==> src/rtl/pipe_pkg.sv <==
// Shared pipeline-control definitions: hazard FSM states, register constants
// and the PC-mux select encoding used by both the PC mux and the hazard unit.
package pipe_pkg;

  typedef enum logic [1:0] {
    ST_RUN      = 2'd0,
    ST_LU_STALL = 2'd1,
    ST_MEM_WAIT = 2'd2
  } hz_state_e;

  localparam logic [4:0] REG_X0 = 5'd0;

  typedef enum logic [1:0] {
    SEL_SEQ    = 2'd0,
    SEL_HOLD   = 2'd1,
    SEL_BRANCH = 2'd2
  } pc_sel_e;

  // Control bundle produced by the hazard unit each cycle.
  typedef struct packed {
    logic stall;
    logic taken;
    logic flush;
    logic bubble;
  } hz_ctrl_t;

  // PC-mux view of the controller outputs; a stall always wins so that the
  // illegal {taken, stall} = 11 combination can never select a branch.
  function automatic pc_sel_e pc_sel(input logic stall, input logic taken);
    pc_sel_e sel;
    sel = SEL_SEQ;
    if (stall) begin
      sel = SEL_HOLD;
    end else if (taken) begin
      sel = SEL_BRANCH;
    end
    return sel;
  endfunction

endpackage

==> src/rtl/pc_hazard_ctrl_sat_counter.sv <==
// Saturating up-counter with synchronous clear; clear beats increment.
module sat_counter #(
  parameter int W = 16
) (
  input  logic         Clk,
  input  logic         Rst_N,
  input  logic         Clr,
  input  logic         Inc,
  output logic [W-1:0] Count
);

  logic [W-1:0] count_q;
  logic [W-1:0] count_d;

  always_comb begin
    count_d = count_q;
    if (Clr) begin
      count_d = '0;
    end else if (Inc && (count_q != {W{1'b1}})) begin
      count_d = count_q + {{(W-1){1'b0}}, 1'b1};
    end
  end

  always_ff @(posedge Clk or negedge Rst_N) begin
    if (!Rst_N) begin
      count_q <= '0;
    end else begin
      count_q <= count_d;
    end
  end

  assign Count = count_q;

endmodule

==> src/rtl/pc_hazard_ctrl.sv <==
// Hazard / PC-select controller: load-use stalls, data-memory freezes and
// EX-stage branch redirects, with saturating stall/flush counters.
module pc_hazard_ctrl
  import pipe_pkg::*;
#(
  parameter int unsigned LOAD_USE_CYCLES = 1,
  parameter int unsigned CNT_W           = 16
) (
  input  logic             Clk,
  input  logic             Rst_N,
  input  logic [4:0]       Id_Rs1,
  input  logic [4:0]       Id_Rs2,
  input  logic             Id_Uses_Rs1,
  input  logic             Id_Uses_Rs2,
  input  logic [4:0]       Ex_Rd,
  input  logic             Ex_Mem_Read,
  input  logic             Ex_Branch_Valid,
  input  logic             Ex_Branch_Cond,
  input  logic             Dmem_Busy,
  input  logic             Perf_Clr,
  output logic             Do_Stall,
  output logic             Is_Branch_Taken,
  output logic             Flush_If_Id,
  output logic             Bubble_Id_Ex,
  output logic [CNT_W-1:0] Stall_Count,
  output logic [CNT_W-1:0] Flush_Count
);

  localparam logic [2:0] LU_INIT = 3'(LOAD_USE_CYCLES - 1);

  hz_state_e  state_q, state_d;
  logic [2:0] lu_cnt_q, lu_cnt_d;
  hz_ctrl_t   ctrl;
  hz_ctrl_t   ctrl_out;
  logic       load_use;
  logic       taken;
  logic       eval_run;

  assign load_use = Ex_Mem_Read && (Ex_Rd != REG_X0) &&
                    ((Id_Uses_Rs1 && (Id_Rs1 == Ex_Rd)) ||
                     (Id_Uses_Rs2 && (Id_Rs2 == Ex_Rd)));
  assign taken    = Ex_Branch_Valid && Ex_Branch_Cond;

  always_comb begin
    ctrl     = '0;
    state_d  = state_q;
    lu_cnt_d = lu_cnt_q;
    eval_run = 1'b0;

    case (state_q)
      ST_LU_STALL: begin
        // EX holds a bubble here, so any branch presented is spurious and ignored.
        ctrl.stall  = 1'b1;
        ctrl.bubble = 1'b1;
        if (!Dmem_Busy) begin
          if (lu_cnt_q <= 3'd1) begin
            state_d  = ST_RUN;
            lu_cnt_d = 3'd0;
          end else begin
            lu_cnt_d = lu_cnt_q - 3'd1;
          end
        end
      end
      ST_MEM_WAIT: begin
        if (Dmem_Busy) begin
          ctrl.stall = 1'b1;
        end else begin
          eval_run = 1'b1;
        end
      end
      default: begin
        eval_run = 1'b1;
      end
    endcase

    // Exit from MEM_WAIT falls through here in the same cycle, so a branch
    // held in EX during the freeze redirects exactly once.
    if (eval_run) begin
      state_d = ST_RUN;
      if (Dmem_Busy) begin
        ctrl.stall = 1'b1;
        state_d    = ST_MEM_WAIT;
      end else if (taken) begin
        ctrl.taken  = 1'b1;
        ctrl.flush  = 1'b1;
        ctrl.bubble = 1'b1;
      end else if (load_use) begin
        ctrl.stall  = 1'b1;
        ctrl.bubble = 1'b1;
        if (LOAD_USE_CYCLES > 1) begin
          state_d  = ST_LU_STALL;
          lu_cnt_d = LU_INIT;
        end
      end
    end
  end

  always_ff @(posedge Clk or negedge Rst_N) begin
    if (!Rst_N) begin
      state_q  <= ST_RUN;
      lu_cnt_q <= 3'd0;
    end else begin
      state_q  <= state_d;
      lu_cnt_q <= lu_cnt_d;
    end
  end

  // Outputs are combinational, so gate them with reset to keep them quiet
  // while Rst_N is low regardless of what the inputs are doing.
  assign ctrl_out        = Rst_N ? ctrl : '0;
  assign Do_Stall        = ctrl_out.stall;
  assign Is_Branch_Taken = ctrl_out.taken;
  assign Flush_If_Id     = ctrl_out.flush;
  assign Bubble_Id_Ex    = ctrl_out.bubble;

  sat_counter #(.W(CNT_W)) u_stall_cnt (
    .Clk   (Clk),
    .Rst_N (Rst_N),
    .Clr   (Perf_Clr),
    .Inc   (ctrl_out.stall),
    .Count (Stall_Count)
  );

  sat_counter #(.W(CNT_W)) u_flush_cnt (
    .Clk   (Clk),
    .Rst_N (Rst_N),
    .Clr   (Perf_Clr),
    .Inc   (ctrl_out.taken),
    .Count (Flush_Count)
  );

endmodule

==> config.mk <==
export PLATFORM = sky130hd
export DESIGN_NAME = pc_hazard_ctrl
export DESIGN_NICKNAME = d
export VERILOG_FILES = /design/src/rtl/pipe_pkg.sv /design/src/rtl/pc_hazard_ctrl_sat_counter.sv /design/src/rtl/pc_hazard_ctrl.sv
export SDC_FILE = /design/constraint.sdc
export NUM_CORES = 1
export LEC_CHECK = 0
export ABC_AREA = 1
export CORE_MARGIN = 2
export CORE_UTILIZATION = 53
export CTS_CLUSTER_SIZE = 30
export DETAILED_ROUTE_END_ITERATION = 10
export PLACE_DENSITY = 0.86
export SYNTH_ARGS = -nofsm -noshare
export SYNTH_HDL_FRONTEND = slang
export SYNTH_HIERARCHICAL = 1
export SYNTH_SLANG_ARGS = --single-unit
==> constraint.sdc <==
create_clock -name Clk -period 2.6 [get_ports Clk]
set_input_delay 0.52 -clock Clk [delete_from_list [all_inputs] [get_ports Clk]]
set_output_delay 0.52 -clock Clk [all_outputs]
set_load 0.01 [all_outputs]
# ---- After elaboration in Yosys (flattened, before gate mapping)
# Cells that the tools add are included.
dict set report totals {
  reg_bits 37
  wordCells 55
}
dict set report classes {
  add_sub_neg 3
  n_lt_le_gt_ge 1
  n_eq_ne 7
  muxes 24
  n_bitwise 1
  reduce_logical 15
}
# op n
set ops {}
lappend ops {{$mux 16} 4}
lappend ops {{$add 16x1->16 const B} 2}
lappend ops {{$ne 16x16->1 const B} 2}
lappend ops {{$mux 2} 6}
lappend ops {{$eq 5x5->1} 2}
lappend ops {{$mux 1} 8}
lappend ops {{$mux 4} 2}
lappend ops {{$reduce_bool 2->1} 4}
lappend ops {{$logic_and 1x1->1} 7}
lappend ops {{$mux 3} 2}
lappend ops {{$reduce_bool 5->1} 1}
lappend ops {{$pmux 1 s2} 2}
lappend ops {{$le 3x1->1 const B} 1}
lappend ops {{$reduce_and 3->1} 1}
lappend ops {{$sub 3x1->3 const B} 1}
lappend ops {{$eq 2x1->1 const B} 1}
lappend ops {{$eq 2x2->1 const B} 1}
lappend ops {{$ne 2x1->1 const B} 1}
lappend ops {{$reduce_and 2->1} 1}
lappend ops {{$logic_or 1x1->1} 1}
lappend ops {{$not 1->1} 1}

# ---- Logic depth before layout (Yosys ltp)
# Gate-level depths: netlist (run 1).
dict set report depth {
  depth_word 12
  mapped_depth 14
}

# ---- Hierarchy
# The synthesis (run 1) kept the hierarchy.
# module instances cells_per_inst area_each_um2 seq_area_each_um2
set modules_own_cells {}
lappend modules_own_cells {sat_counter 2 144 1037.2 400.4}
lappend modules_own_cells {pc_hazard_ctrl 1 66 267.8 0.0}

# ---- Worst setup path before layout (run 1)
# No wires, ideal clock.
dict set report synth_timing {
  path_type {input to register}
  startpoint {input Ex_Rd[3]}
  endpoint {register u_stall_cnt.count_q[2] (netlist: u_stall_cnt/Count[2])}
  setup_time_ps 66
  arrival_time_ps 1839
  path_slack_ps 695
  stages 13
  cell_sequence {inv_1 nand2_1 nand2_1 nor2_1 nand3_1 nand2_1 nand3_1 a21oi_2 inv_1 nor2_1 buf_2 nand4_1 nand2_1}
}
dict set report synth_between {
  elab_chain_len 11
}
# item line_no
set synth_lines {}
lappend synth_lines {{from (decl)} pc_hazard_ctrl.sv:15} ;# input logic [4:0] Ex_Rd,
lappend synth_lines {{$eq 5x5->1, on equally long branches} {pc_hazard_ctrl.sv:40, pc_hazard_ctrl.sv:41}}
lappend synth_lines {{$logic_and 1x1->1, on equally long branches} {pc_hazard_ctrl.sv:40, pc_hazard_ctrl.sv:41}}
lappend synth_lines {{$logic_or 1x1->1} pc_hazard_ctrl.sv:40} ;# ((Id_Uses_Rs1 && (Id_Rs1 == Ex_Rd)) ||
lappend synth_lines {{$logic_and 1x1->1 (*)} pc_hazard_ctrl.sv:39} ;# assign load_use = Ex_Mem_Read && (Ex_Rd != REG_X0) &&
lappend synth_lines {{$mux 1 (*)} pc_hazard_ctrl.sv:87} ;# end else if (load_use) begin
lappend synth_lines {{$mux 1 (*)} pc_hazard_ctrl.sv:83} ;# end else if (taken) begin
lappend synth_lines {{$mux 1 (*)} pc_hazard_ctrl.sv:80} ;# if (Dmem_Busy) begin
lappend synth_lines {{$mux 4 (*)} pc_hazard_ctrl.sv:78} ;# if (eval_run) begin
lappend synth_lines {{$mux 4 (*)} pc_hazard_ctrl.sv:110} ;# assign ctrl_out = Rst_N ? ctrl : '0;
lappend synth_lines {{named net Do_Stall} pc_hazard_ctrl.sv:21} ;# output logic Do_Stall,
lappend synth_lines {{$logic_and 1x1->1 (*)} pc_hazard_ctrl_sat_counter.sv:19} ;# end else if (Inc && (count_q != {W{1'b1}})) begin
lappend synth_lines {{$reduce_bool 2->1 (no line) (*)} n/a}
lappend synth_lines {{to (signal assigned)} pc_hazard_ctrl_sat_counter.sv:28} ;# count_q <= count_d;
lappend synth_lines {{to (decl)} pc_hazard_ctrl_sat_counter.sv:12} ;# logic [W-1:0] count_q;
# Mark *: on every way through the listed nets, which the timed path passes. The rest lies on a longest branch.
# A chain may end at the register's enable or synchronous reset.

# ---- Final worst setup path (run 1)
dict set report layout_timing {
  startpoint {input Ex_Rd[4]}
  endpoint {output Bubble_Id_Ex}
}
dict set report layout_between {
  elab_chain_len 9
}
# item line_no
set layout_lines {}
lappend layout_lines {{$eq 5x5->1, on equally long branches} {pc_hazard_ctrl.sv:40, pc_hazard_ctrl.sv:41}}
lappend layout_lines {{$logic_and 1x1->1, on equally long branches} {pc_hazard_ctrl.sv:40, pc_hazard_ctrl.sv:41}}
lappend layout_lines {{$logic_or 1x1->1} pc_hazard_ctrl.sv:40}
lappend layout_lines {{$logic_and 1x1->1 (*)} pc_hazard_ctrl.sv:39}
lappend layout_lines {{$mux 1 (*)} pc_hazard_ctrl.sv:87}
lappend layout_lines {{$mux 1 (*)} pc_hazard_ctrl.sv:83}
lappend layout_lines {{$mux 3 (*)} pc_hazard_ctrl.sv:80}
lappend layout_lines {{$mux 4 (*)} pc_hazard_ctrl.sv:78}
lappend layout_lines {{$mux 4 (*)} pc_hazard_ctrl.sv:110}
lappend layout_lines {{to (decl)} pc_hazard_ctrl.sv:24} ;# output logic Bubble_Id_Ex,
# Every way passes the cells marked *; elsewhere a longest branch is shown, timed or not.

==> impl_metrics.py, run 1 <==
metrics = {
    "cts": {
        "ctsRootBufferMaster": "clkbuf_8",
        "max-clock-path-buffers": 2,
        "clock_latency_ps": 280,
        "postCtsHoldBufs": 0,
        "cts_buffers": 5,
        "cts.clk_slew.worst_paths_ps": 70,
        "htreeDepth": 2,
        "cts.sink_count": 32,
        "cts_tree": "yes",
    },
    "global_route": {
        "grt_use_met3_pct": 5.92,
        "antenna_found_initial": 0,
        "grt_pass1_vias": 2309,
        "grt_usage_pct": 25.3,
        "grt_max_degree": 33,
        "use_met1_pct": 30.6,
        "grt_util_met2_pct": 44.2,
        "overflow": 0,
        "grt.busiest_layer": "met2",
        "grt_pass1_wl_um": 10100,
    },
    "timing": {
        "hold_viol_final": 0,
        "final_max_slew_viol_count": 0,
        "fin_crit_ps": 2460,
        "maxSlewHeadroom_pct": 66.5,
        "setup-violations-final": 0,
        "fin_skew_ps": 4.66,
        "fin_crit_sh_pct": 94.7,
        "fmax_mhz": 406,
        "setup_slack_ps": 138,
        "worst_slew_pin_slew_ps": 499,
        "rsz0062_at_grt": "false",
    },
    "worst_setup_path": {
        "crit_path_frequent_cell": "nand2_1",
        "reg2reg_slack_ps": 930,
        "r2r-end": "u_stall_cnt/Count[3]",
        "critPathCaptureType": "output port",
        "crit_type": "in2out",
        "critPathArrivalTime_ps": 1940,
        "crit_path_start_kind": "input pin",
        "r2r_cells": 9,
        "path_cells": "clkdlybuf4s50_1 -> inv_2 -> nand2_1 -> nand2_1 -> nor2_1 -> nand3_1 -> nand2_1 -> nand2_1 -> a21oi_1 -> dlygate4sd2_1",
        "cp_slowest_cell": "clkdlybuf4s50_1",
        "rr_startpoint": "u_stall_cnt/Count[1]",
        "cp-startpoint": "Ex_Rd[4]",
        "slowest_delay_ps": 530,
        "cp_max_fo": 4,
        "crit_required_ps": 2080,
        "crit_end": "Bubble_Id_Ex",
    },
    "routing": {
        "drc": 0,
        "vias": 2490,
        "first_pass_iters": 5,
        "wl_per_cell_um": 12.5,
        "routed_wl_um": 5880,
        "drtIter0Drc": 170,
        "vias_per_cell": 5.28,
        "ant_nets": 0,
    },
    "yosys": {
        "synthCells": 354,
        "synth_cell_types": 25,
        "synthFlopType": "dfrtp_1",
        "synth-async-reset-ratio_pct": 100,
        "synthTopCellsByArea": "dfrtp_1, nand2_1, nor2_1, inv_1, nand3_1",
        "yosysMostFrequentCell": "nand2_1",
        "syn_avg_cell_area_um2": 6.62,
        "synth_edf_count": 0,
        "synth_fp_nets": 380,
        "ys_seq_elements": 32,
        "seq_area_frac_synth_pct": 34.2,
        "syn_area_um2": 2340,
        "synth_top_area_share_pct": 34.2,
        "ys.warnings.count": 6,
        "synthTopCellsByCount": "nand2_1, nor2_1, inv_1",
        "synth_area_leader_cell": "dfrtp_1",
    },
    "die": {
        "die_w_um": 70.5,
        "die_h_um": 70.5,
        "die-area_um2": 4970,
        "placementRows": 24,
        "io_pins": 60,
        "initial_core_util_pct": 54.5,
        "core_area_um2": 4290,
    },
    "hold_path": {
        "hold_path_class": "reg2reg",
    },
    "power_and_ir_drop": {
        "p_leak_nw": 1.51,
        "power.internal_w": 0.000898,
        "p_clk_share_pct": 45.1,
        "power.share.sequential_pct": 43.2,
        "switching_share_pct": 22.8,
        "combPwrFrac_pct": 11.7,
        "power.density_nw_per_um2": 376,
        "p_switching_w": 0.000266,
        "max-vdd-ir-drop_v": 0.000316,
        "p_total_w": 0.00116,
    },
    "final_layout": {
        "area_growth_pct": 32.3,
        "multi_input_area_um2": 1310,
        "nFillCells": 342,
        "final_nets": 445,
        "drive_above_1_share_pct": 9.52,
        "antennaDiodeCount": 0,
        "final_area_um2": 3100,
        "seq_area_um2": 801,
    },
    "placement": {
        "dp_hpwl_um": 4400,
        "io_buffers": 59,
        "placed_area_um2": 2980,
        "place_congestion": 0.852,
        "pre_cts_ws_ps": -204,
    },
    "outcome": {
        "outcome": "finished, final reports clean",
    },
    "flow_run": {
        "cap_violations": 0,
    },
}
[critical path, delay by kind of cell]
family | cells | cell delay [ps]
AO/OA/AOI/OAI | 1 | 110
AND/OR/NAND/NOR | 6 | 440
buffers and inverters | 3 | 880
[flip-flops by register name, indices dropped and copies added (netlist names)]
| name | cells |
|---|---|
| u_stall_cnt/Count | 16 |
| u_flush_cnt/Count | 16 |
[per-stage QoR]
stage | TNS (ps) | utilization, % | instances | hold WS (ps)
5_1_grt | 0 | 72.1 | 472 | 607
2_1_floorplan | 0 | - | 354 | 224
6_report | 0 | 72.1 | 472 | 555
3_3_place_gp | -233 | 69.3 | 464 | 527
4_1_cts | 0 | 72.2 | 472 | 560
3_5_place_dp | -340 | 69.3 | 464 | 544
[power groups by stage]
stage | clock network [W] | logic, W | registers [W]
after floorplan | 0 | 0.0000668 | 0.000513
after global placement | 0 | 0.000134 | 0.000512
after detailed placement | 0 | 0.000137 | 0.000512
after CTS | 0.000536 | 0.000136 | 0.000503
after global routing | 0.000563 | 0.000149 | 0.000503
final | 0.000525 | 0.000136 | 0.000503
[cell type report]
| type | count | area share, % |
|---|---|---|
| timing repair buffer | 65 | 20.3 |
| tap | 52 | 2.10 |
| clock buffer | 7 | 3.11 |
| sequential | 32 | 25.8 |
| clock inverter | 1 | 0.969 |
| inverter | 43 | 5.37 |
| multi-input combinational | 272 | 42.3 |
[timing repair]
action | 4_1_cts | 5_1_grt
buffers inserted | 0 | 0
gates cloned | 0 | 0
endpoints found under the setup margin | 2 | 1
gates resized for setup | 2 | 2
[routing by layer]
| layer | up-vias | share of wire [%] |
|---|---|---|
| li1 | 1247 | - |
| met1 | 1138 | 43 |
| met2 | 96 | 50 |
| met3 | 9 | 6.0 |
| met4 | 0 | 1.5 |
| met5 | - | 0 |
[how the worst min path moves through the flow]
stage               slack (ps)  depth (start not counted)                  start                     to
floorplan                  220                          0                  Rst_N   u_flush_cnt/Count[0]
global placement           530                          2  u_stall_cnt/Count[14]  u_stall_cnt/Count[14]
detailed placement         540                          2  u_flush_cnt/Count[15]  u_flush_cnt/Count[15]
CTS                        560                          2  u_flush_cnt/Count[15]  u_flush_cnt/Count[15]
global route               610                          2  u_flush_cnt/Count[14]  u_flush_cnt/Count[14]
finish                     550                          2  u_flush_cnt/Count[14]  u_flush_cnt/Count[14]
[placed cells by master, fill, tap and decap left out, drive strengths merged]
cell type	synthesis	routed
a21oi	4	4
buf	7	6
bufinv	0	1
clkbuf	0	8
clkdlybuf4s50	0	57
dfrtp	32	32
dlygate4sd2	0	1
ha	2	2
inv	43	43
nand2	150	150
nand3	27	27
nand4	19	19
nor2	41	41
nor3	2	2
o21ai	11	11
o21bai	4	4
or2	2	2
xnor2	4	4
xor2	6	6
[cells by family after synthesis]
logic type	after synthesis	share of synthesized area (%)
buffers and inverters	50	9.88
AND/OR/NAND/NOR	241	45.5
adder cells (fa/ha/maj)	2	1.07
flip-flops	32	34.2
AO/OA/AOI/OAI	19	5.61
XOR/XNOR	10	3.74
(Power assumes the default switching activity.)
==> run 2, diff against run 1 <==
--- a/config.mk
+++ b/config.mk
@@ -7,10 +7,10 @@
 export LEC_CHECK = 0
 export ABC_AREA = 1
 export CORE_MARGIN = 2
-export CORE_UTILIZATION = 53
+export CORE_UTILIZATION = 50
 export CTS_CLUSTER_SIZE = 30
 export DETAILED_ROUTE_END_ITERATION = 10
-export PLACE_DENSITY = 0.86
+export PLACE_DENSITY_LB_ADDON = 0.12
 export SYNTH_ARGS = -nofsm -noshare
 export SYNTH_HDL_FRONTEND = slang
 export SYNTH_HIERARCHICAL = 1
==> impl_metrics.py, run 2 (same netlist as run 1, synthesis figures left out) <==
metrics = {
    "global_route": {
        "grt_max_degree": 24,
        "antenna_found_initial": 0,
        "grt_usage_pct": 23.2,
        "overflow": 0,
        "grt_pass1_vias": 2241,
        "grt_pass1_wl_um": 9600,
    },
    "routing": {
        "routed_wl_um": 5670,
        "wl_per_cell_um": 11.9,
        "vias_per_cell": 5.13,
        "drc": 0,
        "drtIter0Drc": 150,
        "first_pass_iters": 4,
        "ant_nets": 0,
        "vias": 2439,
    },
    "worst_setup_path": {
        "rr_startpoint": "u_stall_cnt/Count[1]",
        "crit_type": "in2out",
        "critPathArrivalTime_ps": 1980,
        "r2r_cells": 9,
        "cp_max_fo": 4,
        "crit_required_ps": 2080,
        "r2r-end": "u_stall_cnt/Count[10]",
        "crit_path_start_kind": "input pin",
        "critPathCaptureType": "output port",
        "reg2reg_slack_ps": 960,
    },
    "cts": {
        "htreeDepth": 2,
        "max-clock-path-buffers": 2,
        "cts.clk_slew.worst_paths_ps": 70,
        "ctsRootBufferMaster": "clkbuf_8",
        "cts.sink_count": 32,
        "postCtsHoldBufs": 0,
        "clock_latency_ps": 290,
        "cts_buffers": 5,
        "cts_tree": "yes",
        "post_cts_buffers": 0,
    },
    "final_layout": {
        "antennaDiodeCount": 0,
        "drive_above_1_share_pct": 10.4,
        "fin_util_pct": 69.5,
        "area_growth_pct": 31.9,
        "nFillCells": 401,
        "layout_commonest_cell": "nand2_1",
        "final_nets": 448,
        "layout_common_cells": "nand2_1, clkdlybuf4s50_1, inv_1, nor2_1, dfrtp_1",
    },
    "placement": {
        "place_congestion": 0.891,
        "io_buffers": 59,
        "dp_hpwl_um": 4220,
    },
    "hold_path": {
        "min_to": "u_stall_cnt/Count[9]",
        "hold_start": "u_stall_cnt/Count[9]",
        "hold_path_class": "reg2reg",
        "hold_depth": 2,
    },
    "power_and_ir_drop": {
        "power.density_nw_per_um2": 339,
        "p_leak_nw": 1.51,
        "max-vdd-ir-drop_v": 0.000181,
    },
    "timing": {
        "fin_crit_ps": 2500,
        "final_max_slew_viol_count": 0,
        "worst_slew_pin_slew_ps": 500,
        "hold_viol_final": 0,
        "holdWs_ps": 562,
        "rsz0062_at_grt": "false",
        "maxSlewHeadroom_pct": 66.6,
        "fin_crit_sh_pct": 96.0,
        "fmax_mhz": 401,
        "setup-violations-final": 0,
        "fin_skew_ps": 7.08,
    },
    "die": {
        "core_area_um2": 4440,
        "initial_core_util_pct": 52.7,
        "die_h_um": 72.4,
        "io_pins": 60,
        "placementRows": 24,
        "die_w_um": 72.4,
        "die-area_um2": 5250,
    },
    "outcome": {
        "outcome": "finished, final reports clean",
    },
    "flow_run": {
        "cap_violations": 0,
    },
}
run 2: metrics by stage:
| stage | worst slack (ps) | cell area [um^2] | power, W | setup TNS [ps] | instances |
|---|---|---|---|---|---|
| after CTS | 25.9 | 3090 | 0.00106 | 0 | 475 |
| after global routing | 26.1 | 3090 | 0.00109 | 0 | 475 |
| final | 103 | 3090 | 0.00105 | 0 | 475 |
| after global placement | -198 | 3000 | 0.000651 | -302 | 467 |
| after floorplan | 695 | 2340 | 0.000580 | 0 | 354 |
| after detailed placement | -225 | 3000 | 0.000652 | -358 | 467 |
run 2: worst max-delay path by stage:
stage	startpoint	endpoint	cells past startpoint
finish	Rst_N	Is_Branch_Taken	4
global route	Ex_Rd[3]	Bubble_Id_Ex	10
detailed placement	Ex_Rd[4]	Do_Stall	10
CTS	Rst_N	Is_Branch_Taken	4
floorplan	Ex_Rd[3]	u_stall_cnt/Count[2]	13
global placement	Ex_Rd[3]	Do_Stall	10
run 2: what timing repair did:
action                                  CTS  global route
gates resized for setup                   2             3
gates cloned                              0             0
pin swaps                                 0             1
endpoints found under the setup margin    2             3
run 2: final cells by class:
type	count	area [um^2]	area share (%)
multi-input combinational	272	1310	42.5
clock inverter	2	10.0	0.324
clock buffer	6	82.6	2.67
inverter	43	166	5.39
timing repair buffer	68	652	21.1
tap	52	65.1	2.11
sequential	32	801	25.9
run 2: worst max-delay path, cell delays in order:
cell	delay, ps
clkdlybuf4s50_1	560
nand2_1	110
nor2_2	180
clkdlybuf4s50_1	600
run 2: report_power, final:
part           switching (W)  internal [W]  leakage [nW]
Sequential        0.00000294      0.000500         0.446
Combinational      0.0000749     0.0000630          1.02
Clock               0.000196      0.000211        0.0510
run 2: routing by layer:
layer	GRT usage, %	up-vias	wire length, um
li1	-	1257	-
met1	28.2	1098	2550
met2	37.9	72	2700
met3	5.14	12	317
met4	13.0	0	103
met5	0	-	0
==> run 3, diff against run 2 <==
--- a/config.mk
+++ b/config.mk
@@ -8,7 +8,7 @@
 export ABC_AREA = 1
 export CORE_MARGIN = 2
 export CORE_UTILIZATION = 50
-export CTS_CLUSTER_SIZE = 30
+export CTS_CLUSTER_SIZE = 14
 export DETAILED_ROUTE_END_ITERATION = 10
 export PLACE_DENSITY_LB_ADDON = 0.12
 export SYNTH_ARGS = -nofsm -noshare
==> results of run 3 <==
No change in the layout: final DEF, timing and power equal those of run 2.
